`config.mk`:
```
export PLATFORM = sky130hd
export DESIGN_NAME = cpu_dm_master_flat
export DESIGN_NICKNAME = d
export VERILOG_FILES = /design/src/rtl/cpu_dm_master_pkg.sv /design/src/rtl/cpu_dm_master_if.sv /design/src/rtl/cpu_dm_master_watchdog.sv /design/src/rtl/cpu_dm_master.sv /design/src/flat_wrapper.sv
export SDC_FILE = /design/constraint.sdc
export NUM_CORES = 1
export LEC_CHECK = 0
export ABC_AREA = 1
export CORE_AREA = 2 2 116 118
export CTS_CLUSTER_SIZE = 12
export DETAILED_ROUTE_END_ITERATION = 7
export DIE_AREA = 0 0 118 120
export GPL_TIMING_DRIVEN = 0
export PLACE_DENSITY_LB_ADDON = 0.25
export SYNTH_ARGS = -nofsm -noshare
export SYNTH_HDL_FRONTEND = slang
export SYNTH_HIERARCHICAL = 1
export SYNTH_SLANG_ARGS = --single-unit
```
`constraint.sdc`:
```
create_clock -name ACLK -period 3.65 [get_ports ACLK]
set_input_delay 0.365 -clock ACLK [delete_from_list [all_inputs] [get_ports ACLK]]
set_output_delay 0.365 -clock ACLK [all_outputs]
set_load 0.02 [all_outputs]
```
`src/rtl/cpu_dm_master_pkg.sv`:
```
// Shared AXI constants and the data-memory port state type for cpu_dm_master.
package cpu_axi_pkg;

    typedef enum logic [2:0] {
        DM_IDLE  = 3'd0,
        DM_RADDR = 3'd1,
        DM_RDATA = 3'd2,
        DM_WADDR = 3'd3,
        DM_WRESP = 3'd4,
        DM_DONE  = 3'd5
    } dm_state_t;

    localparam logic [1:0]  AXI_BURST_INCR = 2'b01;
    localparam logic [2:0]  AXI_SIZE_WORD  = 3'b010;
    localparam logic [1:0]  AXI_RESP_OKAY  = 2'b00;
    localparam logic [31:0] DM_BAD_DATA    = 32'hDEAD_BEEF;

    function automatic logic resp_is_err(input logic [1:0] resp);
        return resp != AXI_RESP_OKAY;
    endfunction

endpackage

```
`src/rtl/cpu_dm_master_if.sv`:
```
// AXI4 master port (M1) used by the CPU data-memory port; single-beat transfers only.
// Every channel transfers on the rising edge where VALID and READY are both high; once raised,
// VALID and its payload stay stable until that edge, and READY may be driven independently of VALID.
interface cpu_dm_master_if #(
    parameter int ID_W = 4
);
    logic [ID_W-1:0] ARID;
    logic [31:0]     ARADDR;
    logic [7:0]      ARLEN;
    logic [2:0]      ARSIZE;
    logic [1:0]      ARBURST;
    logic            ARVALID;
    logic            ARREADY;
    logic [ID_W-1:0] RID;
    logic [31:0]     RDATA;
    logic [1:0]      RRESP;
    logic            RLAST;
    logic            RVALID;
    logic            RREADY;
    logic [ID_W-1:0] AWID;
    logic [31:0]     AWADDR;
    logic [7:0]      AWLEN;
    logic [2:0]      AWSIZE;
    logic [1:0]      AWBURST;
    logic            AWVALID;
    logic            AWREADY;
    logic [31:0]     WDATA;
    logic [3:0]      WSTRB;
    logic            WLAST;
    logic            WVALID;
    logic            WREADY;
    logic [ID_W-1:0] BID;
    logic [1:0]      BRESP;
    logic            BVALID;
    logic            BREADY;

    modport master (
        output ARID, ARADDR, ARLEN, ARSIZE, ARBURST, ARVALID, RREADY,
        output AWID, AWADDR, AWLEN, AWSIZE, AWBURST, AWVALID,
        output WDATA, WSTRB, WLAST, WVALID, BREADY,
        input  ARREADY, RID, RDATA, RRESP, RLAST, RVALID,
        input  AWREADY, WREADY, BID, BRESP, BVALID
    );

    modport slave (
        input  ARID, ARADDR, ARLEN, ARSIZE, ARBURST, ARVALID, RREADY,
        input  AWID, AWADDR, AWLEN, AWSIZE, AWBURST, AWVALID,
        input  WDATA, WSTRB, WLAST, WVALID, BREADY,
        output ARREADY, RID, RDATA, RRESP, RLAST, RVALID,
        output AWREADY, WREADY, BID, BRESP, BVALID
    );

endinterface

```
`src/rtl/cpu_dm_master_watchdog.sv`:
```
// Transfer watchdog for cpu_dm_master: counts busy cycles, restarts on i_clr, flags expiry at TIMEOUT-1.
module dm_watchdog #(
    parameter int TIMEOUT = 256
) (
    input  logic i_clk,
    input  logic i_rst_n,
    input  logic i_run,
    input  logic i_clr,
    output logic o_expire
);
    localparam int CW = ($clog2(TIMEOUT) < 8) ? 8 : $clog2(TIMEOUT);

    logic [CW-1:0] r_cnt;

    always_ff @(posedge i_clk or negedge i_rst_n) begin
        if (!i_rst_n) begin
            r_cnt <= '0;
        end else if (i_clr) begin
            r_cnt <= '0;
        end else if (i_run && !o_expire) begin
            r_cnt <= r_cnt + CW'(1);
        end
    end

    assign o_expire = i_run && (r_cnt == CW'(TIMEOUT - 1));

endmodule

```
`src/rtl/cpu_dm_master.sv`:
```
// CPU data-memory port: one single-beat AXI4 read or write per MEM-stage request, stalling the pipeline until done.
// Build option DM_TIMEOUT_EN adds a watchdog that aborts a hung transfer with dm_err and dm_rdata=DEAD_BEEF.
module cpu_dm_master
    import cpu_axi_pkg::*;
#(
    parameter int              ID_W    = 4,
    parameter logic [ID_W-1:0] MID     = ID_W'(1),
    parameter int              TIMEOUT = 256
) (
    input  logic                   ACLK,
    input  logic                   ARESETn,
    input  logic                   dm_req,
    input  logic                   dm_we,
    input  logic [31:0]            dm_addr,
    input  logic [31:0]            dm_wdata,
    input  logic [3:0]             dm_wstrb,
    input  logic                   mem_advance,
    output logic                   DM_stall,
    output logic [31:0]            dm_rdata,
    output logic                   dm_err,
    output dm_state_t              o_dbg_state,
    cpu_dm_master_if.master        m_axi
);
    localparam logic [2:0] S_IDLE  = DM_IDLE;
    localparam logic [2:0] S_RADDR = DM_RADDR;
    localparam logic [2:0] S_RDATA = DM_RDATA;
    localparam logic [2:0] S_WADDR = DM_WADDR;
    localparam logic [2:0] S_WRESP = DM_WRESP;
    localparam logic [2:0] S_DONE  = DM_DONE;

    logic [2:0]  r_state, w_next;
    logic        r_aw_done, r_w_done;
    logic [31:0] r_addr, r_wdata, r_rdata;
    logic [3:0]  r_wstrb;
    logic        r_err;
    logic        w_busy, w_expire;
    logic        w_arvalid, w_rready, w_awvalid, w_wvalid, w_bready;
    logic        w_r_hs, w_b_hs, w_aw_ok, w_w_ok;
    logic        w_unused;

    assign w_busy    = (r_state == S_RADDR) || (r_state == S_RDATA) ||
                       (r_state == S_WADDR) || (r_state == S_WRESP);
    assign w_arvalid = (r_state == S_RADDR);
    assign w_rready  = (r_state == S_RDATA);
    assign w_awvalid = (r_state == S_WADDR) && !r_aw_done;
    assign w_wvalid  = (r_state == S_WADDR) && !r_w_done;
    assign w_bready  = (r_state == S_WRESP);

    assign w_r_hs  = w_rready && m_axi.RVALID;
    assign w_b_hs  = w_bready && m_axi.BVALID;
    // AW and W complete independently; "ok" means done earlier or handshaking this edge.
    assign w_aw_ok = r_aw_done || (w_awvalid && m_axi.AWREADY);
    assign w_w_ok  = r_w_done  || (w_wvalid  && m_axi.WREADY);

    always_comb begin
        w_next = r_state;
        case (r_state)
            S_IDLE:  if (dm_req)              w_next = dm_we ? S_WADDR : S_RADDR;
            S_RADDR: if (m_axi.ARREADY)       w_next = S_RDATA;
            S_RDATA: if (m_axi.RVALID)        w_next = S_DONE;
            S_WADDR: if (w_aw_ok && w_w_ok)   w_next = S_WRESP;
            S_WRESP: if (m_axi.BVALID)        w_next = S_DONE;
            S_DONE:  if (mem_advance)         w_next = S_IDLE;
            default:                          w_next = S_IDLE;
        endcase
        if (w_expire) begin
            w_next = S_DONE;
        end
    end

    always_ff @(posedge ACLK or negedge ARESETn) begin
        if (!ARESETn) begin
            r_state   <= S_IDLE;
            r_aw_done <= 1'b0;
            r_w_done  <= 1'b0;
            r_addr    <= '0;
            r_wdata   <= '0;
            r_wstrb   <= '0;
            r_rdata   <= '0;
            r_err     <= 1'b0;
        end else begin
            r_state <= w_next;
            r_err   <= 1'b0;
            if ((r_state == S_IDLE) && dm_req) begin
                r_addr  <= dm_addr;
                r_wdata <= dm_wdata;
                r_wstrb <= dm_wstrb;
            end
            if (w_expire) begin
                r_err   <= 1'b1;
                r_rdata <= DM_BAD_DATA;
            end else if (w_r_hs) begin
                r_rdata <= m_axi.RDATA;
                r_err   <= resp_is_err(m_axi.RRESP);
            end else if (w_b_hs) begin
                r_err   <= resp_is_err(m_axi.BRESP);
            end
            if ((r_state == S_WADDR) && (w_next == S_WADDR)) begin
                r_aw_done <= w_aw_ok;
                r_w_done  <= w_w_ok;
            end else begin
                r_aw_done <= 1'b0;
                r_w_done  <= 1'b0;
            end
        end
    end

`ifdef DM_TIMEOUT_EN
    logic w_wd_clr;
    // Restart the count on every state entry so each phase gets the full budget.
    assign w_wd_clr = !w_busy || (w_next != r_state);

    dm_watchdog #(
        .TIMEOUT (TIMEOUT)
    ) u_watchdog (
        .i_clk    (ACLK),
        .i_rst_n  (ARESETn),
        .i_run    (w_busy),
        .i_clr    (w_wd_clr),
        .o_expire (w_expire)
    );
`else
    assign w_expire = 1'b0;
`endif

    assign m_axi.ARID    = MID;
    assign m_axi.ARADDR  = r_addr;
    assign m_axi.ARLEN   = 8'd0;
    assign m_axi.ARSIZE  = AXI_SIZE_WORD;
    assign m_axi.ARBURST = AXI_BURST_INCR;
    assign m_axi.ARVALID = w_arvalid;
    assign m_axi.RREADY  = w_rready;
    assign m_axi.AWID    = MID;
    assign m_axi.AWADDR  = r_addr;
    assign m_axi.AWLEN   = 8'd0;
    assign m_axi.AWSIZE  = AXI_SIZE_WORD;
    assign m_axi.AWBURST = AXI_BURST_INCR;
    assign m_axi.AWVALID = w_awvalid;
    assign m_axi.WDATA   = r_wdata;
    assign m_axi.WSTRB   = r_wstrb;
    assign m_axi.WLAST   = 1'b1;
    assign m_axi.WVALID  = w_wvalid;
    assign m_axi.BREADY  = w_bready;

    // The request cycle itself stalls; DONE releases the pipeline while data is held.
    assign DM_stall    = (r_state == S_IDLE) ? dm_req : w_busy;
    assign dm_rdata    = r_rdata;
    assign dm_err      = r_err;
    assign o_dbg_state = dm_state_t'(r_state);

    assign w_unused = ^{m_axi.RID, m_axi.RLAST, m_axi.BID, TIMEOUT[0]};

endmodule

```
`src/flat_wrapper.sv`:
```
// flat-port wrapper written by rule: the top's interface ports become plain ports
module cpu_dm_master_flat import cpu_axi_pkg::*;
#(
    parameter int              ID_W    = 4,
    parameter logic [ID_W-1:0] MID     = ID_W'(1),
    parameter int              TIMEOUT = 256
)
  (ACLK, ARESETn, dm_req, dm_we, dm_addr, dm_wdata, dm_wstrb, mem_advance, DM_stall, dm_rdata, dm_err, o_dbg_state, m_axi_ARID, m_axi_ARADDR, m_axi_ARLEN, m_axi_ARSIZE, m_axi_ARBURST, m_axi_ARVALID, m_axi_RREADY, m_axi_AWID, m_axi_AWADDR, m_axi_AWLEN, m_axi_AWSIZE, m_axi_AWBURST, m_axi_AWVALID, m_axi_WDATA, m_axi_WSTRB, m_axi_WLAST, m_axi_WVALID, m_axi_BREADY, m_axi_ARREADY, m_axi_RID, m_axi_RDATA, m_axi_RRESP, m_axi_RLAST, m_axi_RVALID, m_axi_AWREADY, m_axi_WREADY, m_axi_BID, m_axi_BRESP, m_axi_BVALID);
  cpu_dm_master_if #(.ID_W(ID_W)) m_axi_i ();
  input  logic ACLK;
  input  logic ARESETn;
  input  logic dm_req;
  input  logic dm_we;
  input  logic [31:0] dm_addr;
  input  logic [31:0] dm_wdata;
  input  logic [3:0] dm_wstrb;
  input  logic mem_advance;
  output logic DM_stall;
  output logic [31:0] dm_rdata;
  output logic dm_err;
  output dm_state_t o_dbg_state;
  output wire logic [$bits(m_axi_i.ARID)-1:0] m_axi_ARID;
  output wire logic [$bits(m_axi_i.ARADDR)-1:0] m_axi_ARADDR;
  output wire logic [$bits(m_axi_i.ARLEN)-1:0] m_axi_ARLEN;
  output wire logic [$bits(m_axi_i.ARSIZE)-1:0] m_axi_ARSIZE;
  output wire logic [$bits(m_axi_i.ARBURST)-1:0] m_axi_ARBURST;
  output wire logic [$bits(m_axi_i.ARVALID)-1:0] m_axi_ARVALID;
  output wire logic [$bits(m_axi_i.RREADY)-1:0] m_axi_RREADY;
  output wire logic [$bits(m_axi_i.AWID)-1:0] m_axi_AWID;
  output wire logic [$bits(m_axi_i.AWADDR)-1:0] m_axi_AWADDR;
  output wire logic [$bits(m_axi_i.AWLEN)-1:0] m_axi_AWLEN;
  output wire logic [$bits(m_axi_i.AWSIZE)-1:0] m_axi_AWSIZE;
  output wire logic [$bits(m_axi_i.AWBURST)-1:0] m_axi_AWBURST;
  output wire logic [$bits(m_axi_i.AWVALID)-1:0] m_axi_AWVALID;
  output wire logic [$bits(m_axi_i.WDATA)-1:0] m_axi_WDATA;
  output wire logic [$bits(m_axi_i.WSTRB)-1:0] m_axi_WSTRB;
  output wire logic [$bits(m_axi_i.WLAST)-1:0] m_axi_WLAST;
  output wire logic [$bits(m_axi_i.WVALID)-1:0] m_axi_WVALID;
  output wire logic [$bits(m_axi_i.BREADY)-1:0] m_axi_BREADY;
  input wire logic [$bits(m_axi_i.ARREADY)-1:0] m_axi_ARREADY;
  input wire logic [$bits(m_axi_i.RID)-1:0] m_axi_RID;
  input wire logic [$bits(m_axi_i.RDATA)-1:0] m_axi_RDATA;
  input wire logic [$bits(m_axi_i.RRESP)-1:0] m_axi_RRESP;
  input wire logic [$bits(m_axi_i.RLAST)-1:0] m_axi_RLAST;
  input wire logic [$bits(m_axi_i.RVALID)-1:0] m_axi_RVALID;
  input wire logic [$bits(m_axi_i.AWREADY)-1:0] m_axi_AWREADY;
  input wire logic [$bits(m_axi_i.WREADY)-1:0] m_axi_WREADY;
  input wire logic [$bits(m_axi_i.BID)-1:0] m_axi_BID;
  input wire logic [$bits(m_axi_i.BRESP)-1:0] m_axi_BRESP;
  input wire logic [$bits(m_axi_i.BVALID)-1:0] m_axi_BVALID;
  assign m_axi_ARID = m_axi_i.ARID;
  assign m_axi_ARADDR = m_axi_i.ARADDR;
  assign m_axi_ARLEN = m_axi_i.ARLEN;
  assign m_axi_ARSIZE = m_axi_i.ARSIZE;
  assign m_axi_ARBURST = m_axi_i.ARBURST;
  assign m_axi_ARVALID = m_axi_i.ARVALID;
  assign m_axi_RREADY = m_axi_i.RREADY;
  assign m_axi_AWID = m_axi_i.AWID;
  assign m_axi_AWADDR = m_axi_i.AWADDR;
  assign m_axi_AWLEN = m_axi_i.AWLEN;
  assign m_axi_AWSIZE = m_axi_i.AWSIZE;
  assign m_axi_AWBURST = m_axi_i.AWBURST;
  assign m_axi_AWVALID = m_axi_i.AWVALID;
  assign m_axi_WDATA = m_axi_i.WDATA;
  assign m_axi_WSTRB = m_axi_i.WSTRB;
  assign m_axi_WLAST = m_axi_i.WLAST;
  assign m_axi_WVALID = m_axi_i.WVALID;
  assign m_axi_BREADY = m_axi_i.BREADY;
  assign m_axi_i.ARREADY = m_axi_ARREADY;
  assign m_axi_i.RID = m_axi_RID;
  assign m_axi_i.RDATA = m_axi_RDATA;
  assign m_axi_i.RRESP = m_axi_RRESP;
  assign m_axi_i.RLAST = m_axi_RLAST;
  assign m_axi_i.RVALID = m_axi_RVALID;
  assign m_axi_i.AWREADY = m_axi_AWREADY;
  assign m_axi_i.WREADY = m_axi_WREADY;
  assign m_axi_i.BID = m_axi_BID;
  assign m_axi_i.BRESP = m_axi_BRESP;
  assign m_axi_i.BVALID = m_axi_BVALID;
  cpu_dm_master #(.ID_W(ID_W), .MID(MID), .TIMEOUT(TIMEOUT)) u_core (.ACLK(ACLK), .ARESETn(ARESETn), .dm_req(dm_req), .dm_we(dm_we), .dm_addr(dm_addr), .dm_wdata(dm_wdata), .dm_wstrb(dm_wstrb), .mem_advance(mem_advance), .DM_stall(DM_stall), .dm_rdata(dm_rdata), .dm_err(dm_err), .o_dbg_state(o_dbg_state), .m_axi(m_axi_i));
endmodule
```
==> reports/summary.txt, run 1 <==
first-pass GRT wire length - 21900 µm
final hold violations - 0
post-CTS setup buffers - 0
Seq/Total Area, Yosys - 0.556
Synth area leaders - dfrtp_1, nand2_1, buf_4
CP endpoint kind - output pin
Multi-input gate area - 0.00130 mm²
setup_tns - 0 ps
number of synthesized flops with an enable pin - 0
clk_skew - 7.65 ps
Final min period - 2490 ps
RePlAce Congestion - 0.762
cts repair resizes - 0
P_leak - 4.05 nW
largest net degree at the start of global routing - 69
#FFs+latches synth - 106
synthesis-to-layout area growth - 67.1%
core area - 0.0130 mm²
Initial DRT Pass Iterations - 4
Worst Setup Path Type - reg -> out
layout cells sized above 1 - 0.121
Iteration-0 DRC Markers - 230
Worst-path clk slew - 70 ps
row count - 42
final wirelength - 13900 µm
Power, Total - 0.00683 W
# IOs - 300
post-layout util - 0.614
Pwr Density - 856 mW/mm²
Synth cell types - 19
WL/cell - 13.4 µm
Layout Cells excl Fill - 1035
CP Data Arrival Time - 2130 ps
CTS Sinks - 106
max cap viols - 0
run status - finished clean
ANT cells - 0
# port buffers - 255
initial antenna violation count - 0
Congestion Overflow GR - 0
slowest stage delay, CP - 580 ps
Tightest Pin Transition - 855 ps
pre-CTS setup slack - 1290 ps
most common cell in the synthesized netlist - nand2_1
FFs w/ async S/R, synth - 1.00
CTS tree - yes
dpl cells - 1020
total track usage - 0.193
cell accounting for the most synthesized area - dfrtp_1
fin crit share - 0.684
Worst VDD drop - 0.363 mV
Worst EP required - 3280 ps
fmax - 0.401 GHz
DR vias - 4415
top-area cell type share of the netlist area - 0.556
max_slew headroom - 0.430
initial cell density of the core - 0.368
residual DRC count - 0
fillers - 1130
# nets final - 978
hold crit path type - in -> async
Final Slew Violations - 0
maximum root-to-sink buffer count - 2
DIE WIDTH - 118 µm
Buf/Inv on CP - 3
Final ANT Viol Nets - 0
worst reg2reg setup slack - 2060 ps
crit-path cells - inv_2 -> nand3_2 -> clkbuf_1 -> nand3_1 -> clkdlybuf4s50_1
hpwl dp - 11000 µm
most instantiated cells after synthesis - nand2_1, dfrtp_1, inv_1
Reg area - 0.00265 mm²
Mapped Cells - 555
hold_buf cts - 0
Post-Syn Area - 0.00477 mm²
syn_area_per_cell - 8.60 µm²
Root Buffer - clkbuf_16
total CTS buffers - 9
critical path's slowest cell - clkdlybuf4s50_1
Die Y - 120 µm
Yosys warning count - 6
final setup vio count - 0
startpoint types - register
unrepaired setup endpoints after global routing - false
vias per cell - 4.27
setup slack after layout - 1160 ps
Clk Latency, worst-skew pair - 330 ps
Die Footprint - 0.0142 mm²
CP Max Fanout - 10
CP delay by family, top - buffers and inverters
htree depth - 3
number of global-route vias before repair - 4364
ys flop type - dfrtp_1
cell families after synthesis:
group	after synthesis	synth area share
other	2	0.00157
flip-flops	106	0.556
AND/OR/NAND/NOR	203	0.168
buffers and inverters	171	0.198
AO/OA/AOI/OAI	73	0.0771
worst paths after layout:
check,from,endpoint,cells after the start
hold reg to reg,u_core/dm_rdata[11],u_core/dm_rdata[11],2
min in group ACLK,u_core/dm_rdata[11],u_core/dm_rdata[11],2
max in group asynchronous,ARESETn,u_core/dm_rdata[29],2
setup / recovery,u_core/o_dbg_state[2],DM_stall,5
setup reg to reg,u_core/o_dbg_state[0],u_core/dm_rdata[10],6
hold / removal,ARESETn,u_core/m_axi.ARADDR[23],1
metal layers:
metal | up-vias | part of all wire | GRT usage
li1 | 2165 | - | -
met1 | 2038 | 0.40 | 0.231
met2 | 197 | 0.51 | 0.342
met3 | 15 | 0.074 | 0.0485
met4 | 0 | 0.015 | 0.0602
met5 | - | 0 | 0
metrics by stage:
stage	instance area, µm²	hold slack, ps
floorplan	4900	69.4
global placement	7670	462
detailed placement	7690	464
CTS	7980	175
global route	7980	213
finish	7980	138
cell usage in the layout (no fill, tap or decap), types with 3 or more instances in the layout:
cell             count
clkdlybuf4s50_1    254
nand2_1            179
dfrtp_1            106
inv_1               80
buf_4               72
o21ai_0             52
conb_1              35
o21ai_1             20
buf_2               10
clkbuf_16            9
clkbuf_1             8
nand3_1              8
nor2_1               8
nand4_1              3
buf_6                3
state kept, by name (all words and copies together) (netlist names):
register	cells
u_core/dm_err	1
u_core/dm_rdata	32
u_core/m_axi.ARADDR	32
u_core/m_axi.WDATA	32
u_core/m_axi.WSTRB	4
u_core/o_dbg_state	3
u_core/r_aw_done	1
u_core/r_w_done	1
power breakdown:
part | internal [W] | switching (W) | leakage, nW
clock network | 0.000548 | 0.000403 | 0.136
logic | 0.00186 | 0.00195 | 2.59
registers | 0.00171 | 0.000357 | 1.33
total | 0.00412 | 0.00271 | 4.05
cell type report:
cell class | count | area share
plain buffers | 89 | 0.0797
clock buffers | 13 | 0.0314
clock inverters | 2 | 0.00471
inverters | 82 | 0.0386
multi-input cells | 311 | 0.163
flip-flops and latches | 106 | 0.333
well taps | 176 | 0.0276
repair buffers | 256 | 0.322
(Power assumes the default switching activity.)
==> inputs of run 2 (changes only) <==
- CORE_AREA: 2 2 116 118 -> not set
- CORE_UTILIZATION: not set -> 37
- DIE_AREA: 0 0 118 120 -> not set
- clock period: 3.65 -> 2.4 ns (I/O delays scaled with it)
==> reports/summary.txt, run 2 (synthesis results as in run 1) <==
Buf/Inv on CP - 2
final hold slack - -12.6 ps
row count - 41
worst reg2reg setup slack - 670 ps
Worst Setup Path Type - reg -> out
Worst EP required - 2160 ps
Internal - 0.00622 W
WL/cell - 13.3 µm
max_slew headroom - 0.452
final wirelength - 13700 µm
Power, Total - 0.0103 W
post-CTS setup buffers - 0
Iteration-0 DRC Markers - 163
Worst-path clk slew - 70 ps
Die Footprint - 0.0134 mm²
hpwl dp - 10800 µm
Tightest Pin Transition - 822 ps
busiest layer in global routing - met2
number of global-route vias before repair - 4235
slowest stage delay, CP - 630 ps
Comb pwr share - 0.559
hold_buf cts - 0
total CTS buffers - 9
Pwr Density - 1300 mW/mm²
synthesis-to-layout area growth - 67.0%
pre-CTS setup slack - 238 ps
# nets final - 977
# port buffers - 255
failing checks - hold timing
maximum root-to-sink buffer count - 2
Root Buffer - clkbuf_16
final setup vio count - 0
residual DRC count - 0
critical path's slowest cell - clkdlybuf4s50_1
largest net degree at the start of global routing - 61
fin crit share - 0.948
Initial DRT Pass Iterations - 5
Final Slew Violations - 0
Die Y - 116 µm
CP delay by family, top - buffers and inverters
fmax - 0.439 GHz
unrepaired setup endpoints after global routing - false
startpoint types - register
CTS Sinks - 106
Clk Latency, worst-skew pair - 330 ps
Final ANT Viol Nets - 0
clk_skew - 4.36 ps
DIE WIDTH - 116 µm
crit-path cells - buf_2 -> nor2_4 -> nand3_2 -> nand3_1 -> clkdlybuf4s50_1
CP Data Arrival Time - 2040 ps
CP Max Fanout - 12
total track usage - 0.203
Congestion Overflow GR - 0
RePlAce Congestion - 0.776
DR vias - 4430
met2 usage - 0.366
initial cell density of the core - 0.378
M1 GR Usage - 0.231
layout cells sized above 1 - 0.123
initial antenna violation count - 0
core area - 0.0126 mm²
ANT cells - 0
most frequent cells in the layout - clkdlybuf4s50_1, nand2_1, dfrtp_1
htree depth - 3
max cap viols - 0
setup slack after layout - 124 ps
post-layout util - 0.632
first-pass GRT wire length - 20900 µm
met3 Use GR - 0.0502
final hold violations - 4
clock power share - 0.137
Final min period - 2280 ps
vias per cell - 4.30
Worst VDD drop - 0.515 mV
Sw Pwr - 0.00412 W
CTS tree - yes
commonest non-fill, non-tap cell in the layout - clkdlybuf4s50_1
Flop pwr share - 0.304
hold crit path type - in -> async
sw frac - 0.399
run status - finished, violations left
# IOs - 300
CP endpoint kind - output pin
P_leak - 4.08 nW
==> run 2: changes by cell type in the layout (fill, tap and decap cells not counted), sizes merged <==
cell           change
bufinv             -1
clkinv             +2
clkinvlp           -1
clkdlybuf4s50      -1
dlymetal6s2s       +1
==> run 2: routing by layer <==
layer,vias up,share of wire
met2,184,0.51
met3,18,0.077
met4,0,0.019
li1,2165,-
met5,-,0
met1,2063,0.39
==> run 2: cell type report <==
type	count	area, µm²
Clock buffer	14	274
Buffer	88	632
Timing Repair Buffer	256	2580
Multi-Input combinational cell	311	1300
Fill cell	1107	4650
Sequential cell	106	2650
Clock inverter	2	10.0
Inverter	82	308
Tap cell	172	215
==> run 2: power by group through the flow <==
stage	combinational, W	clock, W	sequential, W
floorplan	0.00199	0	0.00410
global placement	0.00571	0	0.00314
detailed placement	0.00583	0	0.00318
CTS	0.00584	0.00146	0.00315
global route	0.00620	0.00153	0.00325
finish	0.00578	0.00141	0.00315
==> run 2: what timing repair did <==
item                       CTS  global route
gates resized for setup      0             1
hold endpoints to repair     0             0
setup endpoints to repair    1             1
==> run 2: worst paths after layout <==
path	to	depth (start not counted)	start
max	DM_stall	5	u_core/o_dbg_state[1]
min	u_core/m_axi.ARADDR[27]	1	ARESETn
max reg2reg	u_core/m_axi.WDATA[8]	8	u_core/o_dbg_state[1]
min reg2reg	u_core/dm_rdata[31]	2	u_core/dm_rdata[31]
max in group asynchronous	u_core/m_axi.WDATA[22]	2	ARESETn
min in group ACLK	u_core/dm_rdata[31]	3	m_axi_RDATA[31]
==> run 2: through the flow <==
step           hold WS (ps)  instance area (µm²)  std cells  setup TNS (ps)
3_5_place_dp            378                 7690       1016               0
5_1_grt                47.1                 7970       1031               0
3_3_place_gp            462                 7660       1015         -305950
2_1_floorplan         -55.6                 4900        588               0
6_report              -12.6                 7970       1031               0
4_1_cts                16.8                 7970       1031               0
==> inputs of run 3 (changes only) <==
- CORE_UTILIZATION: 37 -> 33
- clock period: 2.4 -> 2.05 ns (I/O delays scaled with it)
==> reports/summary.txt, run 3 (synthesis results as in run 1) <==
run status - finished clean
hold path endpoint - u_core/dm_rdata[4]
Die Y - 122 µm
maximum root-to-sink buffer count - 2
htree depth - 3
hpwl dp - 10300 µm
Final Slew Violations - 0
CP Max Fanout - 7
post-CTS setup buffers - 0
total track usage - 0.177
initial antenna violation count - 0
min-delay src - m_axi_RDATA[4]
clk_skew - 7.86 ps
unrepaired setup endpoints after global routing - false
layout cells sized above 1 - 0.121
Worst VDD drop - 0.693 mV
Pwr Density - 1510 mW/mm²
slowest stage delay, CP - 610 ps
vias per cell - 4.15
pre-CTS setup slack - -83.3 ps
CTS Sinks - 106
initial cell density of the core - 0.341
most frequent cells in the layout - clkdlybuf4s50_1, nand2_1, dfrtp_1
startpoint types - register
final hold violations - 0
fillers - 1319
worst reg2reg path depth - 8
commonest non-fill, non-tap cell in the layout - clkdlybuf4s50_1
residual DRC count - 0
# IOs - 300
largest net degree at the start of global routing - 55
RePlAce Congestion - 0.794
Worst EP required - 1850 ps
Worst Setup Path Type - reg -> out
critical path's slowest cell - clkdlybuf4s50_1
total CTS buffers - 9
Buf/Inv on CP - 2
Tightest Pin Transition - 724 ps
number of global-route vias before repair - 3906
DR vias - 4315
Root Buffer - clkbuf_16
FF-to-FF Start - u_core/o_dbg_state[1]
worst reg2reg setup slack - 380 ps
row count - 43
final wirelength - 13300 µm
Iteration-0 DRC Markers - 168
DIE WIDTH - 122 µm
Initial DRT Pass Iterations - 4
first-pass GRT wire length - 20300 µm
ANT cells - 0
Congestion Overflow GR - 0
fmax - 0.510 GHz
max_slew headroom - 0.517
core area - 0.0140 mm²
CP Data Arrival Time - 1750 ps
final hold slack - 391 ps
Final ANT Viol Nets - 0
crit-path cells - nor2_2 -> nand2_1 -> inv_1 -> clkdlybuf4s50_1
worst r2r dst - u_core/m_axi.WDATA[23]
worst hold stages - 3
# port buffers - 255
CTS tree - yes
Die Footprint - 0.0150 mm²
setup slack after layout - 90.0 ps
Worst-path clk slew - 70 ps
fin crit share - 0.956
max cap viols - 0
synthesis-to-layout area growth - 67.5%
CP delay by family, top - buffers and inverters
P_leak - 4.09 nW
CP endpoint kind - output pin
Final min period - 1960 ps
hold crit path type - in -> reg
WL/cell - 12.8 µm
Clk Latency, worst-skew pair - 340 ps
# nets final - 978
final setup vio count - 0
[run 3: changes by cell type in the layout (fill, tap and decap cells not counted), moves of 2 or more]
| cell | change |
|---|---|
| clkbuf_8 | -3 |
| clkbuf_1 | +2 |
| dlygate4sd2_1 | +3 |
| clkdlybuf4s50_1 | -4 |
[run 3: per-layer routing]
metal / up-vias / global-route usage / share of wire
li1: 2163 / - / -
met1: 1957 / 0.215 / 0.41
met2: 178 / 0.295 / 0.49
met3: 17 / 0.0520 / 0.084
met4: 0 / 0.0694 / 0.019
met5: - / 0 / 0
[run 3: layout make-up]
type	count	area (µm²)	share of cell area
Timing Repair Buffer	257	2590	0.323
Clock inverter	3	40.0	0.00501
Multi-Input combinational cell	311	1310	0.164
Inverter	82	308	0.0385
Tap cell	180	225	0.0282
Sequential cell	106	2650	0.332
Clock buffer	13	240	0.0300
Buffer	88	632	0.0790
[run 3: worst max path at each step]
stage                     depth (start not counted)            endpoint  slack, ps                  start
after floorplan                                   5            DM_stall        540  u_core/o_dbg_state[1]
after global placement                            1  u_core/dm_rdata[4]      -3430                ARESETn
after detailed placement                          5            DM_stall        -80                 dm_req
after CTS                                         4       m_axi_ARVALID         40  u_core/o_dbg_state[2]
after global routing                              6       m_axi_AWVALID         20  u_core/o_dbg_state[1]
final                                             4        m_axi_RREADY         90  u_core/o_dbg_state[2]
[run 3: power by group]
group          switching (W)  internal, W
registers           0.000618      0.00305
clock network       0.000739     0.000947
logic                0.00342      0.00329
[run 3: worst register-to-register path, cell delays in order (launching register included)]
cell	delay, ps
dfrtp_1	380
buf_2	180
nor2_4	170
nand3_4	180
buf_4	230
buf_6	160
buf_6	140
nand2_1	60
o21ai_1	70
[run 3: what timing repair did]
item / 4_1_cts / 5_1_grt
hold buffers: 1 / 0
gates resized for setup: 5 / 3
setup endpoints to repair: 4 / 4
endpoints found under the hold margin: 53 / 0
[run 3: metrics by stage]
step	utilization	std cells	cell area (µm²)	power, W	setup TNS, ps
finish	0.572	1040	8000	0.0121	0
global route	0.572	1040	8000	0.0128	0
global placement	0.549	1023	7670	0.0104	-362560
floorplan	-	588	4900	0.00714	0
CTS	0.571	1040	7990	0.0122	0
detailed placement	0.550	1024	7700	0.0105	-83.3
